--- src/rtl/pipe_front.sv ---
// Front end of the pipeline: PC register, F/D and D/E pipeline registers with
// stall-driven hold and bubble insertion, plus a saturating stall-cycle counter.
module pipe_front #(
  parameter logic [31:0] PC_RESET = 32'h0000_3000,
  parameter int          CNT_W    = 16
) (
  input  logic             clk,
  input  logic             reset,
  input  logic             stall,
  input  logic [31:0]      npc,
  input  logic [31:0]      F_instr,
  input  logic [31:0]      D_rs_data,
  input  logic [31:0]      D_rt_data,
  input  logic [31:0]      D_ext,
  input  logic [4:0]       D_A3,
  output logic [31:0]      F_pc,
  output logic [31:0]      D_pc,
  output logic [31:0]      D_instr,
  output logic [31:0]      E_pc,
  output logic [31:0]      E_instr,
  output logic [31:0]      E_rs_data,
  output logic [31:0]      E_rt_data,
  output logic [31:0]      E_ext,
  output logic [4:0]       E_A3,
  output logic [CNT_W-1:0] stall_cnt
);

  // PC and F/D freeze together so the stalled instruction waits in D.
  always_ff @(posedge clk or posedge reset) begin
    if (reset) begin
      F_pc    <= PC_RESET;
      D_pc    <= '0;
      D_instr <= '0;
    end else if (!stall) begin
      F_pc    <= npc;
      D_pc    <= F_pc;
      D_instr <= F_instr;
    end
  end

  // A bubble is an all-zero instruction with no destination, i.e. a nop.
  // E_pc still follows D_pc so the stalled instruction's PC stays visible.
  always_ff @(posedge clk or posedge reset) begin
    if (reset) begin
      E_pc      <= '0;
      E_instr   <= '0;
      E_rs_data <= '0;
      E_rt_data <= '0;
      E_ext     <= '0;
      E_A3      <= '0;
    end else begin
      E_pc <= D_pc;
      if (stall) begin
        E_instr   <= '0;
        E_rs_data <= '0;
        E_rt_data <= '0;
        E_ext     <= '0;
        E_A3      <= '0;
      end else begin
        E_instr   <= D_instr;
        E_rs_data <= D_rs_data;
        E_rt_data <= D_rt_data;
        E_ext     <= D_ext;
        E_A3      <= D_A3;
      end
    end
  end

  always_ff @(posedge clk or posedge reset) begin
    if (reset) begin
      stall_cnt <= '0;
    end else if (stall && (stall_cnt != {CNT_W{1'b1}})) begin
      stall_cnt <= stall_cnt + {{(CNT_W-1){1'b0}}, 1'b1};
    end
  end

endmodule

--- config.mk ---
export PLATFORM = sky130hd
export DESIGN_NAME = pipe_front
export DESIGN_NICKNAME = d
export VERILOG_FILES = /design/src/rtl/pipe_front.sv
export SDC_FILE = /design/constraint.sdc
export NUM_CORES = 1
export LEC_CHECK = 0
export ABC_AREA = 1
export ABC_CLOCK_PERIOD_IN_PS = 9150
export BUFFER_PORTS_ARGS = -buffer_cell sky130_fd_sc_hd__buf_2
export CAP_MARGIN = 10
export CORE_AREA = 3 3 171 173
export DETAILED_ROUTE_END_ITERATION = 7
export DIE_AREA = 0 0 174 176
export PLACE_DENSITY = 0.63
export SYNTH_ARGS = -nofsm -noshare
export SYNTH_HDL_FRONTEND = slang
export SYNTH_SLANG_ARGS = --single-unit
--- constraint.sdc ---
create_clock -name clk -period 9.15 [get_ports clk]
set_input_delay 0.915 -clock clk [delete_from_list [all_inputs] [get_ports clk]]
set_output_delay 0.915 -clock clk [all_outputs]
set_load 0.02 [all_outputs]
# Yosys cells after proc, flatten, opt, wreduce, memory -nomap -nowiden
# Cells that the tools add are included.
# Widths: inputs -> output; s select.
# classes
n_addsub	1
eq_ne	1
mux	5
reduce_logical	1
# op_table
cell	n
$mux 32	4
$add 16x1->16 const B	1
$ne 16x16->1 const B	1
$mux 5	1
$logic_and 1x1->1	1
# totals
register_bits	277
output_inout_bits	277
elab_cells	18

# Longest topological paths before layout
# Gate-level depths: netlist of the first run.
# depth
depth_word	2
depth_mapped	10
depth_no_buf	9

# Least setup slack after synthesis of the first run
# OpenSTA, ideal clock, no wires.
# synth_path
kind	in2reg
start	in stall
end	reg stall_cnt[15]
setup_time_ns	0.117
arrival_ns	1.646
required_time_ns	9.033
setup_slack_ns	7.387
path_stages	8
n_path_buf	1
cell_sequence	buf_4 > nand2_1 > nor2_2 > nand2_1 > nor2_2 > nand3_2 > nand2_1 > nand2_1
# synth_via
elab_chain_cells	1
# synth_rtl
item	line	rtl
start, declared	9	input logic stall,
$logic_and 1x1->1	72	end else if (stall && (stall_cnt != {CNT_W{1'b1}})) begin
end signal, assigned	73	stall_cnt <= stall_cnt + {{(CNT_W-1){1'b0}}, 1'b1};
end, declared	25	output logic [CNT_W-1:0] stall_cnt
# No other way between the ends.
# A chain may end at the register's enable or synchronous reset.

# Worst setup path after layout of the first run
# layout_path
start	in stall
end	reg stall_cnt[14]
# Same word-level chain as after synthesis.

==> flow_summary.toml, run 1 <==
[clock_tree]
path_clk_slew_ns = 0.06
number_of_hold_repair_buffers_added_at_the_cts_stage = 0
tritoncts = "built"
cts_htree_levels = 1
postCtsSetupBuffers = 0
cts-buffers-inserted = 30
root_buffer = "sky130_fd_sc_hd__clkbuf_16"
post_cts.resized_instances = 0
clk_latency_ns = 0.54
clk_path_buf_depth = 3
clock_sinks = 277

[floorplanning]
dieArea_sq_um = 30600
chipHeight_um = 176
initial_utilization_pct = 34.9
dieWidth_um = 174
io_pins = 445
fp-row-count = 61
core_sq_um = 27800

[placement]
detailedPlacementHpwl_um = 20000
buffer_ports.inserted = 444
dpl_worst_slack_ns = 5.69
numPlacedInstances = 1754
place.gp.congestion = 0.789

[drt]
drt_wl_total_um = 27900
drt_drc_violations_left = 0
routedWlPerCell_um = 15.4
ant_nets = 0
routed-via-count = 7664
drt-initial-drc-count = 393
drt_pre_antenna_iters = 4
post_drt_via_cell_ratio = 4.23

[timing]
finalCritPeriodShare_pct = 31.4
post-route-worst-setup-slack_ns = 6.27
fin_setup_tns_ns = 0
worst_hold_slack_ns = 0.396
finalHoldViolCount = 0
fmax_ghz = 0.348
grt_setup_unrepaired = "false"
period_minus_slack_ns = 2.88
timing_max_transition_violations_final = 0
slew-limit-headroom_pct = 31.7
tightest_slew_ns = 1.02
setup_viol_count_final = 0
worst_clock_skew_ns = 0.0121

[cells_and_area]
sequential_cell_area_sq_um = 6930
final_util_pct = 48.0
area_delta_synth_final_pct = 37.4
layout_commonest_cell = "sky130_fd_sc_hd__buf_2"
mostFrequentLayoutCells = "sky130_fd_sc_hd__buf_2 (443), sky130_fd_sc_hd__nand2_1 (284), sky130_fd_sc_hd__dfrtp_1 (275)"
fin_nets = 1577
n_fill_cell = 2707
layout-drive-gt1-share_pct = 36.0
post_layout_nonfiller_instances = 1812
multi_input_comb_area_sq_um = 2020

[yosys]
synth-warning-count = 0
synthCells = 965
syn-cell-area_sq_um = 9700
synth.avg_cell_area_sq_um = 10.1
synth-seq-cells = 277
yosys_cell_types = 21
mappedNetlistNets = 1134
synth.yosys.seq_area_share_pct = 71.5

[setup_path]
cp_endpoint_kind = "flip-flop"
worst_setup_path_start_kind = "input pin"
rr_worst_depth = 8
cp_num_cells = 9
slowest_delay_ns = 0.68
crit_fanout = 126
crit_arrival_ns = 3.31
slowest_stage = "sky130_fd_sc_hd__buf_6"
crit_type = "input pin to flip-flop"
crit_required_ns = 9.59
timing.critical_path.buf_inv = 4
crit_family = "buffers and inverters"
path_cells = "buf_6, inv_4, buf_4, nor2_1, nand2_1, nor2_1, nand3_1, nand2_1, inv_1"

[outcome]
run_status = "finished, final reports clean"

[pwr]
power_leakage_nw = 7.85
powerDensity_nw_per_um2 = 232
max-vdd-ir-drop_uv = 180

[global_routing]
antenna_found_initial = 6
first_global_vias = 7712
global_route_wire_length_before_repair_um = 42800
overall_global_routing_resource_usage_pct = 17.4
largest_net_degree_at_the_start_of_global_routing = 138
globalRouteOverflowTotal = 0

[min_path]
hold_path_class = "flip-flop to flip-flop"
worstHoldPathCells = 0

[run]
drv_cap = 0
-- Yosys cell counts --
master                     number  share of area (%)
sky130_fd_sc_hd__nor2_1       145                5.6
sky130_fd_sc_hd__inv_2          2              0.077
sky130_fd_sc_hd__ha_1           1               0.13
sky130_fd_sc_hd__o21ai_0       35                1.8
sky130_fd_sc_hd__dfrtp_1      275                 71
sky130_fd_sc_hd__nor2_2         7               0.45
sky130_fd_sc_hd__nand2_1      284                 11
sky130_fd_sc_hd__inv_1        150                5.8
sky130_fd_sc_hd__nand3b_1       3               0.23
sky130_fd_sc_hd__buf_2         23                1.2
sky130_fd_sc_hd__xnor2_1        3               0.27
sky130_fd_sc_hd__nand3_2        1               0.10
sky130_fd_sc_hd__nand4_1        8               0.52
sky130_fd_sc_hd__buf_4          1              0.077
sky130_fd_sc_hd__clkbuf_1      12               0.46
sky130_fd_sc_hd__dfstp_2        2               0.54
sky130_fd_sc_hd__nand3_1        6               0.31
sky130_fd_sc_hd__o21ai_1        2               0.10
sky130_fd_sc_hd__o21ai_2        1              0.090
sky130_fd_sc_hd__nand2_2        3               0.19
sky130_fd_sc_hd__buf_6          1               0.12
-- layer usage --
layer	routed length [um]	GRT usage, %	share of wire [%]
met1	11300	21.8	40
met2	13700	29.5	49
met3	2060	4.67	7.4
met4	796	5.63	2.9
met5	34	0	0.12
-- power breakdown --
| part | total [mW] | switching, mW | internal (mW) | leakage (nW) |
|---|---|---|---|---|
| logic | 0.431 | 0.295 | 0.137 | 3.82 |
| clock network | 1.27 | 0.482 | 0.783 | 0.516 |
| registers | 1.39 | 0.0647 | 1.33 | 3.51 |
| total | 3.09 | 0.842 | 2.25 | 7.85 |
-- through the flow --
stage / area, sq um / power (mW)
CTS: 13300 / 3.13
detailed placement: 12300 / 1.85
floorplan: 9700 / 1.65
global placement: 12300 / 1.85
finish: 13300 / 3.09
global route: 13300 / 3.23
-- final timing paths --
path / start / endpoint / slack, ns
worst max-delay path: stall / stall_cnt[14] / 6.27
worst min-delay path: D_pc[28] / E_pc[28] / 0.40
worst max register to register: stall_cnt[0] / stall_cnt[11] / 7.45
worst min register to register: D_pc[28] / E_pc[28] / 0.40
max in group asynchronous: reset / E_ext[16] / 6.90
min in group asynchronous: reset / E_rt_data[29] / 0.51
-- area by class of cell --
class / instances / area share, %
clock buffer: 47 / 7.02
antenna: 3 / 0.0563
inverter: 152 / 4.35
clock inverter: 8 / 0.929
tap: 378 / 3.55
multi-input combinational: 499 / 15.1
sequential: 277 / 52.0
timing repair buffer: 448 / 16.9
-- state kept, by name (all words and copies together), names as in the netlist --
register	count
D_instr	32
D_pc	32
E_ext	32
E_rt_data	32
E_instr	32
E_pc	32
E_A3	5
stall_cnt	16
E_rs_data	32
F_pc	32
-- cell families after synthesis --
family                   share of synthesized area (%)
AO/OA/AOI/OAI                                     2.00
buffers and inverters                             7.73
flip-flops                                        71.5
AND/OR/NAND/NOR                                   18.4
XOR/XNOR                                         0.271
adder cells (fa/ha/maj)                          0.129
(Power assumes the default switching activity.)
==> run 2, diff against run 1 <==
==> config.mk (replaced) <==
export PLATFORM = sky130hd
export DESIGN_NAME = pipe_front
export DESIGN_NICKNAME = d
export VERILOG_FILES = /design/src/rtl/pipe_front.sv
export SDC_FILE = /design/constraint.sdc
export NUM_CORES = 1
export LEC_CHECK = 0
export ABC_AREA = 0
export ABC_CLOCK_PERIOD_IN_PS = 2400
export BUFFER_PORTS_ARGS = -buffer_cell sky130_fd_sc_hd__buf_2
export CAP_MARGIN = 10
export CORE_AREA = 3 3 173 175
export DETAILED_ROUTE_END_ITERATION = 7
export DIE_AREA = 0 0 176 178
export PLACE_DENSITY = 0.61
export SYNTH_ARGS = -nofsm -noshare
export SYNTH_HDL_FRONTEND = slang
export SYNTH_SLANG_ARGS = --single-unit
==> constraint.sdc (replaced) <==
create_clock -name clk -period 2.4 [get_ports clk]
set_input_delay 0.24 -clock clk [delete_from_list [all_inputs] [get_ports clk]]
set_output_delay 0.24 -clock clk [all_outputs]
set_load 0.02 [all_outputs]
==> run 2 against run 1 <==
- worst hold slack worse by 0.084 ns
- routed wire length fell by 4.4%
- sequential power rose to 3.9 times the previous value
- synthesized cell count is 39% lower
- critical endpoint is now stall_cnt[1]
- synthesized area shrank 3.0%
- non-clock buffer count up 175
- via count is 10% lower
- sequential share of layout area down 5.6 points
- final cell count is 10% lower
- flip-flop and latch count stayed put
- largest cell class unchanged
==> flow_summary.toml, run 2 <==
[outcome]
run_status = "finished, final reports clean"

[timing]
tightest_slew_ns = 0.646
slew-limit-headroom_pct = 56.9
grt_setup_unrepaired = "false"
worst_clock_skew_ns = 0.00804
finalHoldViolCount = 0
setup_viol_count_final = 0
timing_max_transition_violations_final = 0
period_minus_slack_ns = 1.79
fmax_ghz = 0.560
finalCritPeriodShare_pct = 74.4
post-route-worst-setup-slack_ns = 0.615

[yosys]
synth_enable_flop_cells = 0
yosys-top-cells-count = "sky130_fd_sc_hd__dfrtp_1 (275), sky130_fd_sc_hd__nor2b_1 (133), sky130_fd_sc_hd__mux2_2 (96)"
synth_area_leaders = "sky130_fd_sc_hd__dfrtp_1 (73%), sky130_fd_sc_hd__mux2_2 (11%), sky130_fd_sc_hd__nor2b_1 (8.8%)"
synth.most_common_cell = "sky130_fd_sc_hd__dfrtp_1"
synth_top_flop_cell = "sky130_fd_sc_hd__dfrtp_1"
synth.yosys.seq_area_share_pct = 73.7
synthCells = 592
synth.avg_cell_area_sq_um = 15.9
postSynth.asyncResetShare_pct = 100
syn-cell-area_sq_um = 9410
mappedNetlistNets = 761
synth-seq-cells = 277
yosys_cell_types = 30
synth-warning-count = 0
synth.largest_area_cell = "sky130_fd_sc_hd__dfrtp_1"
share_of_the_synthesized_area_in_the_top_cell_type_pct = 73.2

[setup_path]
slowest_stage = "sky130_fd_sc_hd__or4_4"
cp_endpoint_kind = "flip-flop"
ff2ff_setup_slack_ns = 0.61
slowest_delay_ns = 0.50
worstReg2RegStart = "stall_cnt[0]"
worst_flop_to_flop_path_endpoint = "stall_cnt[1]"
crit_fanout = 5
path_cells = "ha_1, nand3_1, or4_4, nand2_4, mux2_4"
crit_type = "flip-flop to flip-flop"
crit_arrival_ns = 2.21
worst_setup_path_start_kind = "flip-flop"
crit_required_ns = 2.82
rr_worst_depth = 5

[global_routing]
largest_net_degree_at_the_start_of_global_routing = 122
globalRouteOverflowTotal = 0
global_route_wire_length_before_repair_um = 40700
antenna_found_initial = 0
first_global_vias = 7477
overall_global_routing_resource_usage_pct = 16.3

[clock_tree]
post_cts.resized_instances = 0
number_of_hold_repair_buffers_added_at_the_cts_stage = 167
root_buffer = "sky130_fd_sc_hd__clkbuf_16"
cts-buffers-inserted = 30
clk_latency_ns = 0.54
tritoncts = "built"
clock_sinks = 277
path_clk_slew_ns = 0.06
postCtsSetupBuffers = 0
cts_htree_levels = 1
clk_path_buf_depth = 3

[drt]
routedWlPerCell_um = 16.4
ant_nets = 0
drt_pre_antenna_iters = 4
drt_wl_total_um = 26700
drt-initial-drc-count = 226
post_drt_via_cell_ratio = 4.22
drt_drc_violations_left = 0
routed-via-count = 6868

[placement]
detailedPlacementHpwl_um = 18200
placed_cell_area_sq_um = 12200
dpl_worst_slack_ns = 0.609
buffer_ports.inserted = 444
place.gp.congestion = 0.827

[pwr]
power_leakage_nw = 7.49
max-vdd-ir-drop_uv = 601
powerDensity_nw_per_um2 = 824

[run]
drv_cap = 0

[floorplanning]
io_pins = 445
initial_utilization_pct = 32.9
dieWidth_um = 176
core_sq_um = 28600
chipHeight_um = 178
fp-row-count = 62
dieArea_sq_um = 31300

[cells_and_area]
fin_nets = 1390
area_of_all_placed_cells_without_fillers_sq_um = 14900
final_util_pct = 52.2
layout_commonest_cell = "sky130_fd_sc_hd__buf_2"
layout-drive-gt1-share_pct = 49.4
area_delta_synth_final_pct = 58.8
mostFrequentLayoutCells = "sky130_fd_sc_hd__buf_2 (443), sky130_fd_sc_hd__dfrtp_1 (275), sky130_fd_sc_hd__dlygate4sd3_1 (167)"
n_fill_cell = 2432
antenna_cells = 0

[min_path]
hold_path_class = "input pin to asynchronous set/reset pin"
[run 2: per-layer routing]
layer	track usage, %	up-vias	routed length (um)
li1	-	3196	-
met5	0	-	0
met2	29.7	296	13700
met1	18.3	3313	9850
met4	6.33	0	1130
met3	4.24	63	2040
[run 2: report_power, final]
part	internal, mW	total, mW	leakage, nW	switching (mW)
clock network	2.85	4.68	0.514	1.83
logic	0.938	2.19	3.56	1.25
registers	5.13	5.44	3.42	0.308
total	8.92	12.3	7.49	3.38
[run 2: cell families (layout without fill, tap and decap cells)]
kind of cell | after synthesis | in the layout | synth area share, %
buf+inv | 29 | 682 | 1.24
compound gates | 10 | 10 | 0.931
xor+xnor | 9 | 9 | 0.838
flops | 277 | 277 | 73.7
fa+ha+maj | 1 | 1 | 0.133
simple gates | 169 | 169 | 11.5
mux | 97 | 97 | 11.7
[run 2: stage by stage]
stage / std cells / total power [mW] / hold WS [ns] / TNS [ns]
6_report: 1629 / 12.3 / 0.312 / 0
3_5_place_dp: 1406 / 7.52 / 0.316 / 0
5_1_grt: 1629 / 12.8 / 0.346 / 0
2_1_floorplan: 592 / 6.63 / 0.378 / -414.58
3_3_place_gp: 1406 / 7.48 / 0.311 / 0
4_1_cts: 1629 / 12.5 / 0.285 / 0
[run 2: final cells by class]
type	instances	area, sq um	area share, %
flip-flops and latches	277	6930	46.4
repair buffers	623	4120	27.6
multi-input cells	286	2360	15.8
clock buffers	46	922	6.18
well taps	384	480	3.22
clock inverters	10	108	0.721
inverters	3	15.0	0.101
[run 2: how the worst max path moves through the flow]
| stage | start | end | slack, ns | depth (start not counted) |
|---|---|---|---|---|
| floorplan | reset | D_instr[0] | -1.50 | 1 |
| global placement | stall_cnt[0] | stall_cnt[1] | 0.65 | 5 |
| detailed placement | stall_cnt[0] | stall_cnt[1] | 0.61 | 5 |
| CTS | stall_cnt[0] | stall_cnt[1] | 0.61 | 5 |
| global route | stall_cnt[0] | stall_cnt[1] | 0.50 | 5 |
| finish | stall_cnt[0] | stall_cnt[1] | 0.61 | 5 |
[run 2: worst max-delay path, delay by kind of cell, from the launching register on]
| family | cells | cell delay, ns |
|---|---|---|
| flops | 1 | 0.39 |
| fa+ha+maj | 1 | 0.23 |
| mux | 1 | 0.29 |
| simple gates | 3 | 0.75 |
==> run 3, diff against run 2 <==
==> config.mk (replaced) <==
export PLATFORM = sky130hd
export DESIGN_NAME = pipe_front
export DESIGN_NICKNAME = d
export VERILOG_FILES = /design/src/rtl/pipe_front.sv
export SDC_FILE = /design/constraint.sdc
export NUM_CORES = 1
export LEC_CHECK = 0
export ABC_AREA = 0
export ABC_CLOCK_PERIOD_IN_PS = 1900
export BUFFER_PORTS_ARGS = -buffer_cell sky130_fd_sc_hd__buf_2
export CAP_MARGIN = 10
export CORE_AREA = 3 3 172 174
export DETAILED_ROUTE_END_ITERATION = 7
export DIE_AREA = 0 0 175 177
export PLACE_DENSITY = 0.59
export SYNTH_ARGS = -nofsm -noshare
export SYNTH_HDL_FRONTEND = slang
export SYNTH_SLANG_ARGS = --single-unit
==> constraint.sdc (replaced) <==
create_clock -name clk -period 1.9 [get_ports clk]
set_input_delay 0.19 -clock clk [delete_from_list [all_inputs] [get_ports clk]]
set_output_delay 0.19 -clock clk [all_outputs]
set_load 0.02 [all_outputs]
==> run 3 against run 2 <==
- final cell count did not move
- cell area fell by 0.38%
- clock-buffer cell count shrank 2
- critical endpoint unchanged
==> flow_summary.toml, run 3 (synthesized netlist as in run 2, its figures left out) <==
[global_routing]
overall_global_routing_resource_usage_pct = 16.8
first_global_vias = 7509
global_route_wire_length_before_repair_um = 41700
largest_net_degree_at_the_start_of_global_routing = 75
globalRouteOverflowTotal = 0
antenna_found_initial = 1

[setup_path]
crit_arrival_ns = 2.19
slowest_delay_ns = 0.62
path_cells = "nand4_4, or4_4, nand2_4, mux2_4"
crit_required_ns = 2.33
crit_family = "simple AND/OR/NAND/NOR gates"
crit_fanout = 5
cp_endpoint_kind = "flip-flop"
slowest_stage = "sky130_fd_sc_hd__or4_4"
crit_type = "flip-flop to flip-flop"
worst_setup_path_start_kind = "flip-flop"
timing.critical_path.buf_inv = 0

[drt]
drt_drc_violations_left = 0
post_drt_via_cell_ratio = 4.25
routedWlPerCell_um = 16.5
drt_wl_total_um = 26800
routed-via-count = 6931
ant_nets = 0
drt_pre_antenna_iters = 4
drt-initial-drc-count = 187

[pwr]
clockPowerShare_pct = 36.5
share_comb_of_total_power_pct = 18.4
power_leakage_nw = 7.48
cellInternalPower_mw = 11.0
power.share.switching_pct = 27.8
max-vdd-ir-drop_uv = 823
switching_power_mw = 4.22
powerDensity_nw_per_um2 = 1020
sequential_share_of_power_pct = 45.1

[cells_and_area]
mostFrequentLayoutCells = "sky130_fd_sc_hd__buf_2 (443), sky130_fd_sc_hd__dfrtp_1 (275), sky130_fd_sc_hd__dlygate4sd3_1 (166)"
final_util_pct = 53.3
layout_commonest_cell = "sky130_fd_sc_hd__buf_2"
area_delta_synth_final_pct = 58.2
fin_nets = 1397
post_layout_nonfiller_instances = 1629
layout-drive-gt1-share_pct = 49.7

[clock_tree]
cts_htree_levels = 1
clk_latency_ns = 0.55
clk_path_buf_depth = 3
root_buffer = "sky130_fd_sc_hd__clkbuf_16"
cts-buffers-inserted = 29
postCtsSetupBuffers = 0
clock_sinks = 277
tritoncts = "built"
path_clk_slew_ns = 0.06

[placement]
detailedPlacementHpwl_um = 18900
numPlacedInstances = 1409
place.gp.congestion = 0.812
buffer_ports.inserted = 444

[floorplanning]
dieWidth_um = 175
fp-row-count = 61
core_sq_um = 27900
io_pins = 445
chipHeight_um = 177
dieArea_sq_um = 31000
initial_utilization_pct = 33.7

[timing]
finalCritPeriodShare_pct = 92.5
timing_max_transition_violations_final = 0
grt_setup_unrepaired = "false"
slew-limit-headroom_pct = 71.7
finalHoldViolCount = 0
period_minus_slack_ns = 1.76
fmax_ghz = 0.569
setup_viol_count_final = 0
worst_clock_skew_ns = 0.0166
tightest_slew_ns = 0.423

[min_path]
hold_path_class = "input pin to flip-flop"

[run]
drv_cap = 0

[outcome]
run_status = "finished, final reports clean"
-- run 3: cell count changes in the layout (fill, tap and decap cells not counted), moves of 2 or more --
cell and delta:
sky130_fd_sc_hd__buf_4 +12, sky130_fd_sc_hd__buf_12 -3, sky130_fd_sc_hd__clkbuf_16 -2, sky130_fd_sc_hd__clkinv_2 -2
-- run 3: worst reg2reg max path: stages (launching register included) --
cell and delay, ns:
sky130_fd_sc_hd__dfrtp_1 0.45, sky130_fd_sc_hd__nand4_4 0.17, sky130_fd_sc_hd__or4_4 0.62, sky130_fd_sc_hd__nand2_4 0.11, sky130_fd_sc_hd__mux2_4 0.29
-- run 3: path summary, 6_finish.rpt --
| check | start | endpoint | slack (ns) | cells past startpoint |
|---|---|---|---|---|
| setup / recovery | stall_cnt[13] | stall_cnt[1] | 0.14 | 4 |
| max in group asynchronous | reset | E_rs_data[28] | 0.99 | 5 |
| setup reg to reg | stall_cnt[13] | stall_cnt[1] | 0.14 | 4 |
| hold / removal | stall | D_pc[29] | 0.09 | 2 |
| hold reg to reg | D_pc[16] | E_pc[16] | 0.39 | 0 |
| min in group asynchronous | reset | E_rt_data[3] | 0.21 | 3 |
-- run 3: final cells by class --
class | count | area [sq um]
antenna | 1 | 2.50
clock buffer | 44 | 872
clock inverter | 9 | 86.3
fill | 2374 | 13100
inverter | 3 | 15.0
multi-input combinational | 286 | 2360
sequential | 277 | 6930
tap | 378 | 473
timing repair buffer | 631 | 4140
-- run 3: power by group through the flow --
stage	registers, mW	clock network (mW)	logic (mW)
detailed placement	6.96	0	2.55
finish	6.86	5.56	2.79
floorplan	7.67	0	0.694
global route	6.93	6.00	2.99
CTS	6.86	5.74	2.83
global placement	6.93	0	2.54
-- run 3: what timing repair did --
action / CTS / global route
hold endpoints to repair: 280 / 0
hold buffers: 166 / 0
resized for setup: 0 / 0
-- run 3: metrics by stage --
stage | setup WS, ns | TNS [ns] | hold WS [ns] | cell area, sq um | power, mW
floorplan | -1.95 | -539.23 | 0.328 | 9410 | 8.37
global placement | 0.174 | 0 | 0.192 | 12300 | 9.47
detailed placement | 0.148 | 0 | 0.190 | 12300 | 9.51
CTS | 0.151 | 0 | 0.0642 | 14900 | 15.4
global route | 0.0914 | 0 | 0.0821 | 14900 | 15.9
finish | 0.143 | 0 | 0.0922 | 14900 | 15.2
-- run 3: routing by layer --
| metal | track usage, % | up-vias | share of wire (%) |
|---|---|---|---|
| met2 | 29.3 | 311 | 50 |
| met3 | 5.30 | 63 | 8.7 |
| met5 | 0 | - | 0 |
| met1 | 19.7 | 3342 | 38 |
| li1 | - | 3215 | - |
| met4 | 5.65 | 0 | 3.4 |
